### config.mk
export PLATFORM = sky130hd
export DESIGN_NAME = time_set_ctrl
export DESIGN_NICKNAME = d
export VERILOG_FILES = /design/src/rtl/time_set_ctrl.sv
export SDC_FILE = /design/constraint.sdc
export NUM_CORES = 1
export LEC_CHECK = 0
export ABC_AREA = 0
export CORE_ASPECT_RATIO = 1.1
export CORE_MARGIN = 2
export CORE_UTILIZATION = 43
export CTS_CLUSTER_DIAMETER = 120
export DETAILED_ROUTE_END_ITERATION = 10
export HOLD_SLACK_MARGIN = 0.02
export PLACE_DENSITY = 0.63
export SLEW_MARGIN = 20
export SYNTH_ARGS = -nofsm -noshare
export SYNTH_HDL_FRONTEND = slang
export SYNTH_SLANG_ARGS = --single-unit
### constraint.sdc
create_clock -name clk -period 4.6 [get_ports clk]
set_input_delay 1.15 -clock clk [delete_from_list [all_inputs] [get_ports clk]]
set_output_delay 1.15 -clock clk [all_outputs]
set_load 0.02 [all_outputs]
### src/rtl/time_set_ctrl.sv
// time_set_ctrl: edit-buffer sequencer for setting the clock time in modify mode
module time_set_ctrl #(
  parameter int HOLD_CYCLES   = 50_000_000,
  parameter int REPEAT_CYCLES = 10_000_000,
  parameter int BLINK_CYCLES  = 25_000_000
) (
  input  logic       clk,
  input  logic       rst_n,
  input  logic [3:0] mode,
  input  logic       btn_up,
  input  logic       btn_down,
  input  logic       btn_next,
  input  logic [4:0] cur_hour,
  input  logic [5:0] cur_min,
  input  logic [5:0] cur_sec,
  output logic [4:0] set_hour,
  output logic [5:0] set_min,
  output logic [5:0] set_sec,
  output logic       load,
  output logic [1:0] field,
  output logic       blink,
  output logic       editing
);
  typedef enum logic [2:0] {IDLE, EDIT_H, EDIT_M, EDIT_S, COMMIT} state_t;
  state_t state, state_nx;
  logic up_q, dn_q, nx_q;
  logic up_e, dn_e, nx_e;
  logic in_edit, nx_edit, active, edge_step, rep_hit, step, adv;
  logic dirty, dirty_nx, rpt, rpt_nx, blink_nx;
  logic [31:0] rep_cnt, rep_nx, blk_cnt, blk_nx;
  logic [4:0] hour_nx;
  logic [5:0] min_nx, sec_nx;
  // Next-state, edit-buffer, auto-repeat and blink logic
  always_comb begin
    up_e = btn_up & ~up_q;
    dn_e = btn_down & ~dn_q;
    nx_e = btn_next & ~nx_q;
    in_edit = state inside {EDIT_H, EDIT_M, EDIT_S};
    active = in_edit && mode == 4'd0;
    edge_step = (up_e & ~btn_down) | (dn_e & ~btn_up);
    rep_hit = rep_cnt != 32'd0 && (btn_up ^ btn_down) &&
              rep_cnt == (rpt ? 32'(REPEAT_CYCLES) : 32'(HOLD_CYCLES));
    adv = active & nx_e;
    step = active & ~nx_e & (edge_step | rep_hit);
    rep_nx = 32'd0;
    rpt_nx = 1'b0;
    if (active && !nx_e && (btn_up ^ btn_down)) begin
      if (edge_step || rep_hit) begin
        rep_nx = 32'd1;
        rpt_nx = !edge_step;
      end else if (rep_cnt != 32'd0) begin
        rep_nx = rep_cnt + 32'd1;
        rpt_nx = rpt;
      end
    end
    hour_nx = set_hour;
    min_nx = set_min;
    sec_nx = set_sec;
    if (state == IDLE && mode == 4'd0) begin
      hour_nx = cur_hour;
      min_nx = cur_min;
      sec_nx = cur_sec;
    end else if (step && state == EDIT_H)
      hour_nx = btn_up ? (set_hour == 5'd23 ? 5'd0 : set_hour + 5'd1)
                       : (set_hour == 5'd0 ? 5'd23 : set_hour - 5'd1);
    else if (step && state == EDIT_M)
      min_nx = btn_up ? (set_min == 6'd59 ? 6'd0 : set_min + 6'd1)
                      : (set_min == 6'd0 ? 6'd59 : set_min - 6'd1);
    else if (step && state == EDIT_S)
      sec_nx = btn_up ? (set_sec == 6'd59 ? 6'd0 : set_sec + 6'd1)
                      : (set_sec == 6'd0 ? 6'd59 : set_sec - 6'd1);
    dirty_nx = state == IDLE ? 1'b0 : dirty | step;
    state_nx = state;
    case (state)
      IDLE:    state_nx = mode == 4'd0 ? EDIT_H : IDLE;
      EDIT_H:  state_nx = mode != 4'd0 ? (dirty ? COMMIT : IDLE) : nx_e ? EDIT_M : EDIT_H;
      EDIT_M:  state_nx = mode != 4'd0 ? (dirty ? COMMIT : IDLE) : nx_e ? EDIT_S : EDIT_M;
      EDIT_S:  state_nx = mode != 4'd0 ? (dirty ? COMMIT : IDLE) : nx_e ? EDIT_H : EDIT_S;
      default: state_nx = IDLE;
    endcase
    nx_edit = state_nx inside {EDIT_H, EDIT_M, EDIT_S};
    blink_nx = 1'b1;
    blk_nx = 32'd0;
    if (in_edit && nx_edit && !adv && !step) begin
      blink_nx = blk_cnt == 32'(BLINK_CYCLES - 1) ? ~blink : blink;
      blk_nx = blk_cnt == 32'(BLINK_CYCLES - 1) ? 32'd0 : blk_cnt + 32'd1;
    end
  end
  // State, buffer and registered outputs derived from the next state
  always_ff @(posedge clk) begin
    if (!rst_n) begin
      state <= IDLE;
      up_q <= 1'b0;
      dn_q <= 1'b0;
      nx_q <= 1'b0;
      dirty <= 1'b0;
      rpt <= 1'b0;
      rep_cnt <= 32'd0;
      blk_cnt <= 32'd0;
      set_hour <= 5'd0;
      set_min <= 6'd0;
      set_sec <= 6'd0;
      load <= 1'b0;
      field <= 2'd0;
      blink <= 1'b1;
      editing <= 1'b0;
    end else begin
      state <= state_nx;
      up_q <= btn_up;
      dn_q <= btn_down;
      nx_q <= btn_next;
      dirty <= dirty_nx;
      rpt <= rpt_nx;
      rep_cnt <= rep_nx;
      blk_cnt <= blk_nx;
      set_hour <= hour_nx;
      set_min <= min_nx;
      set_sec <= sec_nx;
      load <= state_nx == COMMIT;
      field <= state_nx == EDIT_H ? 2'd1 : state_nx == EDIT_M ? 2'd2 :
               state_nx == EDIT_S ? 2'd3 : 2'd0;
      blink <= blink_nx;
      editing <= nx_edit;
    end
  end
endmodule
==> flow_summary.json, run 1 <==
{
  "final_cells": 807,
  "dp.cells": 791,
  "finalCritPeriodShare_pct": 69.8,
  "max_cap_violations": 0,
  "final_area_mm2": 0.00599,
  "fmax_ghz": 0.312,
  "portBuffers": 47,
  "die_x_um": 107,
  "hold_path_end": "blk_cnt[0]$_SDFF_PP0_",
  "ys_types": 57,
  "track_usage_pct": 19.2,
  "timing.final.ws_setup_ns": 1.39,
  "clock_path_buffers": 2,
  "dpl_cell_area_mm2": 0.00562,
  "firstDrtPassIters": 4,
  "endpoint_kind": "flop",
  "fin_skew_ns": 0.0115,
  "drt_iter0_markers": 206,
  "post-cts-setup-buffers": 0,
  "die_h_um": 118,
  "cpPeakStageDelay_ns": 0.61,
  "vias_per_cell": 5.62,
  "peakVddDrop_mv": 0.205,
  "multiInputGateArea_mm2": 0.00295,
  "wl_per_cell_um": 14.3,
  "worstMarginPinSlew_ns": 0.893,
  "dieArea_mm2": 0.0126,
  "required_ns": 4.84,
  "grt_pass1_wl_mm": 20.1,
  "startpoint": "mode[1]",
  "leakagePower_nw": 2.00,
  "hold_buffers": 0,
  "drive_gt1_share_pct": 5.18,
  "start_util_pct": 44.1,
  "critical-path-slowest-cell": "or4_1",
  "cp_cell_sequence": "clkdlybuf4s50_1, or4_4, or4_1, buf_4, o21ai_0, a21oi_1, o21a_1",
  "fillers": 1071,
  "finalSetupTns_ns": 0,
  "synth-edff-count": 0,
  "yosysWarnings": 0,
  "io_pins": 48,
  "syn_avg_cell_area_um2": 8.13,
  "ant_nets": 0,
  "yosysSeqAreaShare_pct": 37.3,
  "hp-start": "blk_cnt[0]$_SDFF_PP0_",
  "rr_worst_depth": 8,
  "hold-path-cell-count": 1,
  "postCtsResizedCells": 0,
  "power.density_mw_per_mm2": 308,
  "crit-reg2reg-launch": "rep_cnt[0]$_SDFF_PN0_",
  "pre_cts_slack_ns": 1.02,
  "ys_ff_latch": 94,
  "synthFlopType": "dfxtp_1",
  "r2r_setup_slack_ns": 1.86,
  "arrival_ns": 3.45,
  "max_slew_margin_pct": 40.2,
  "finalSetupViolCount": 0,
  "fp.coreArea_mm2": 0.0114,
  "rsz0062_at_grt": "no",
  "grt_pass1_vias": 4357,
  "antenna_found_initial": 0,
  "syn_nets": 658,
  "crit_type": "in2reg",
  "clk_pin_slew_ns": 0.07,
  "cp_max_fo": 14,
  "gp_congestion": 0.849,
  "numCtsBuffers": 9,
  "regArea_mm2": 0.00188,
  "hpwl_mm": 8.19,
  "cts_tree": "done",
  "netlist_instances": 621,
  "clock_sinks": 94,
  "critical_path.startpoint_type": "input port",
  "min_period_ns": 3.21,
  "htreeDepth": 3,
  "holdWs_ns": 0.482,
  "drcViolationCount": 0,
  "cts_root_buf": "clkbuf_16",
  "hold_class": "reg2reg",
  "gr-total-overflow": 0,
  "synth_area_mm2": 0.00505,
  "async_flop_share_pct": 0,
  "row_count": 41,
  "vias": 4532,
  "grt_max_degree": 35,
  "slew_viol_final": 0,
  "hold_viol_final": 0,
  "r2r_end": "set_min[5]$_SDFFE_PN0P_",
  "clk_latency_ns": 0.34,
  "nets": 689,
  "area_growth_pct": 18.6,
  "status": "finished, final reports clean",
  "diodes": 0,
  "drt_wl_total_mm": 11.5
}
==> cells by family after synthesis <==
| group | Yosys count | synth area share [%] |
|---|---|---|
| mux | 3 | 0.620 |
| buf+inv | 53 | 4.34 |
| fa+ha+maj | 11 | 2.73 |
| flops | 94 | 37.3 |
| compound gates | 85 | 11.6 |
| xor+xnor | 68 | 11.8 |
| simple gates | 307 | 31.7 |
==> routing by layer <==
metal | up-vias | global-route usage [%] | wire, um
li1 | 2270 | - | -
met1 | 2125 | 24.9 | 5310
met2 | 122 | 31.3 | 5490
met3 | 15 | 4.10 | 539
met4 | 0 | 6.74 | 200
met5 | - | 0 | 0
==> area by class of cell <==
class	instances	share of cell area (%)
inverters	19	1.19
clock inverters	7	2.40
flip-flops and latches	94	31.4
repair buffers	54	8.74
clock buffers	9	3.76
multi-input cells	474	49.3
well taps	150	3.14
==> stage by stage <==
step / util, % / total power (W)
5_1_grt: 52.3 / 0.00191
3_3_place_gp: 49.1 / 0.000951
2_1_floorplan: - / 0.000907
4_1_cts: 52.3 / 0.00186
6_report: 52.3 / 0.00184
3_5_place_dp: 49.1 / 0.000953
==> cell usage in the layout, fill, tap and decap left out, drive strengths merged, types with 3 or more instances in the layout <==
master         netlist  routed
a211oi               3       3
a21o                 5       5
a21oi               16      16
a31oi                8       8
and2                 6       6
and3                17      17
and4                 7       7
and4b                3       3
buf                  7       7
bufinv               0       4
clkbuf              27       9
clkdlybuf4s50        0      47
dfxtp               94      94
ha                  11      11
inv                 19      20
nand2               38      38
nand3               57      57
nand3b               3       3
nand4               20      20
nor2                93      93
nor2b                7       7
nor3                15      15
nor3b                4       4
nor4                13      13
nor4b                5       5
o2111ai              3       3
o211ai               4       4
o21a                 4       4
o21ai               19      19
o311ai               3       3
o31ai                5       5
or3                  4       4
or4                  8       8
xnor2               36      36
xor2                32      32
==> where the power goes <==
group | switching (W) | internal (W) | total [W]
logic | 0.0000546 | 0.0000530 | 0.000108
registers | 0.00000868 | 0.000819 | 0.000827
clock network | 0.000320 | 0.000588 | 0.000907
total | 0.000383 | 0.00146 | 0.00184
==> critical path: cells and delay by family <==
kind,cells,cell delay (ns)
AO/OA/AOI/OAI,3,0.41
AND/OR/NAND/NOR,2,1.20
buffers and inverters,2,0.69
==> synthesized netlist by cell type (6+ instances only) <==
master	number	area share, %
dfxtp_1	94	37
and2_1	6	0.74
or4_1	6	0.89
ha_1	11	2.7
nor4_1	11	1.4
and4_1	7	1.2
clkbuf_1	27	2.0
xnor2_1	36	6.2
nor3_1	14	1.4
nand4_1	20	2.5
inv_1	19	1.4
a31oi_1	8	0.99
nand2_1	38	2.8
nor2b_1	7	0.87
nor2_1	93	6.9
o21ai_0	19	1.9
and3_1	17	2.1
nand3_1	57	5.7
a21oi_1	15	1.5
xor2_1	32	5.6
==> flip-flops by register name (all words and copies together) (netlist names) <==
signal	count
blink	1
load	1
set_hour	5
rep_cnt	32
nx_q	1
field	2
state	3
dn_q	1
set_sec	6
blk_cnt	32
editing	1
dirty	1
set_min	6
up_q	1
rpt	1
==> worst max path at each step <==
stage | cells past startpoint | slack [ns] | endpoint
3_5_place_dp | 8 | 1.02 | rep_cnt[26]$_SDFF_PP0_
6_report | 7 | 1.39 | set_hour[3]$_SDFFE_PN0P_
4_1_cts | 8 | 1.38 | rep_cnt[22]$_SDFF_PP0_
5_1_grt | 8 | 1.22 | rep_cnt[22]$_SDFF_PP0_
2_1_floorplan | 7 | 1.66 | set_min[0]$_SDFFE_PN0P_
3_3_place_gp | 7 | 1.07 | set_hour[1]$_SDFFE_PN0P_
Note: power is estimated with default switching activity, not from simulation.
==> run 2: changes to the inputs <==
==> constraint.sdc (replaced) <==
create_clock -name clk -period 3.2 [get_ports clk]
set_input_delay 0.8 -clock clk [delete_from_list [all_inputs] [get_ports clk]]
set_output_delay 0.8 -clock clk [all_outputs]
set_load 0.02 [all_outputs]
==> flow_summary.json, run 2 (synthesis gave the netlist of run 1 again) <==
{
  "drcViolationCount": 0,
  "drive_gt1_share_pct": 6.03,
  "fin_skew_ns": 0.00876,
  "ant_nets": 0,
  "numCtsBuffers": 9,
  "portBuffers": 47,
  "fin_util_pct": 52.5,
  "endpoint_kind": "flop",
  "critical-path-slowest-cell": "or4_4",
  "power.density_mw_per_mm2": 412,
  "max_cap_violations": 0,
  "fp.coreArea_mm2": 0.0114,
  "min_period_ns": 2.81,
  "cts_tree": "done",
  "leakagePower_nw": 2.03,
  "gp_congestion": 0.857,
  "dieArea_mm2": 0.0126,
  "clk_pin_slew_ns": 0.06,
  "finalSetupTns_ns": 0,
  "hpwl_mm": 8.37,
  "critical_path.startpoint_type": "input port",
  "nets": 696,
  "max_slew_margin_pct": 52.5,
  "rsz0062_at_grt": "no",
  "drt_wl_total_mm": 11.7,
  "grt_pass1_wl_mm": 20.3,
  "post-cts-setup-buffers": 0,
  "htreeDepth": 3,
  "dpl_cell_area_mm2": 0.00569,
  "antenna_found_initial": 0,
  "finalPower_w": 0.00248,
  "required_ns": 3.48,
  "die_h_um": 118,
  "start_util_pct": 44.1,
  "vias_per_cell": 5.56,
  "fillers": 1074,
  "hold_class": "reg2reg",
  "die_x_um": 107,
  "arrival_ns": 3.09,
  "grt_max_degree": 34,
  "r2r_setup_slack_ns": 0.85,
  "timing.final.ws_setup_ns": 0.389,
  "final_common_cell": "dfxtp_1",
  "peakVddDrop_mv": 0.192,
  "vias": 4522,
  "clock_path_buffers": 2,
  "clock_sinks": 94,
  "crit_type": "in2reg",
  "reg.largest.list": "blk_cnt: 32 flops, rep_cnt: 32 flops",
  "row_count": 41,
  "gr-total-overflow": 0,
  "grt_pass1_vias": 4366,
  "track_usage_pct": 19.4,
  "finalCritPeriodShare_pct": 87.8,
  "cp_cell_sequence": "clkdlybuf4s50_1, or4_4, nor3_2, and2_1, nand3_1, a221oi_1, o21a_1",
  "firstDrtPassIters": 4,
  "io_pins": 48,
  "hold_buffers": 0,
  "fmax_ghz": 0.356,
  "mostFrequentLayoutCells": "dfxtp_1, nor2_1, nand3_1, clkdlybuf4s50_1, nand2_1",
  "pre_cts_slack_ns": 0.0613,
  "postCtsResizedCells": 0,
  "slew_viol_final": 0,
  "clk_latency_ns": 0.34,
  "finalSetupViolCount": 0,
  "wl_per_cell_um": 14.4,
  "cpPeakStageDelay_ns": 0.59,
  "cts_root_buf": "clkbuf_16",
  "diodes": 0,
  "final_area_mm2": 0.00601,
  "drt_iter0_markers": 269,
  "worstMarginPinSlew_ns": 0.706,
  "area_growth_pct": 19.0,
  "status": "finished, final reports clean",
  "cp_max_fo": 9,
  "hold_viol_final": 0
}
[run 2: worst max-delay path, delay by kind of cell]
| family | cells | cell delay, ns |
|---|---|---|
| simple gates | 4 | 1.34 |
| buf+inv | 1 | 0.42 |
| compound gates | 2 | 0.52 |
[run 2: metrics by stage]
step                std cells  hold slack [ns]
floorplan                 621            0.438
global placement          798            0.459
detailed placement        798            0.464
CTS                       813            0.480
global route              813            0.502
finish                    813            0.479
[run 2: final timing paths]
check,to,startpoint,cells after the start
min,blk_cnt[0]$_SDFF_PP0_,blk_cnt[0]$_SDFF_PP0_,1
max reg2reg,set_sec[5]$_SDFFE_PN0P_,rep_cnt[0]$_SDFF_PN0_,9
min reg2reg,blk_cnt[0]$_SDFF_PP0_,blk_cnt[0]$_SDFF_PP0_,1
max,set_hour[1]$_SDFFE_PN0P_,mode[1],7
[run 2: area by class of cell]
| cell class | instances | area [um2] | area share (%) |
|---|---|---|---|
| clock buffer | 9 | 225 | 3.75 |
| inverter | 19 | 71.3 | 1.19 |
| tap | 150 | 188 | 3.12 |
| clock inverter | 6 | 87.6 | 1.46 |
| multi-input combinational | 474 | 2950 | 49.2 |
| sequential | 94 | 1880 | 31.3 |
| timing repair buffer | 61 | 601 | 10.0 |
[run 2: layer usage]
| layer | routed length, um | track usage (%) | vias to the layer above |
|---|---|---|---|
| met1 | 5500 | 25.2 | 2129 |
| met2 | 5580 | 32.1 | 88 |
| met4 | 163 | 6.82 | 0 |
| met3 | 435 | 3.32 | 14 |
| li1 | - | - | 2291 |
| met5 | 0 | 0 | - |
[run 2: report_power, final]
| group | switching, W | internal (W) | total, W |
|---|---|---|---|
| registers | 0.0000126 | 0.00118 | 0.00119 |
| logic | 0.0000788 | 0.0000794 | 0.000158 |
| clock network | 0.000447 | 0.000680 | 0.00113 |
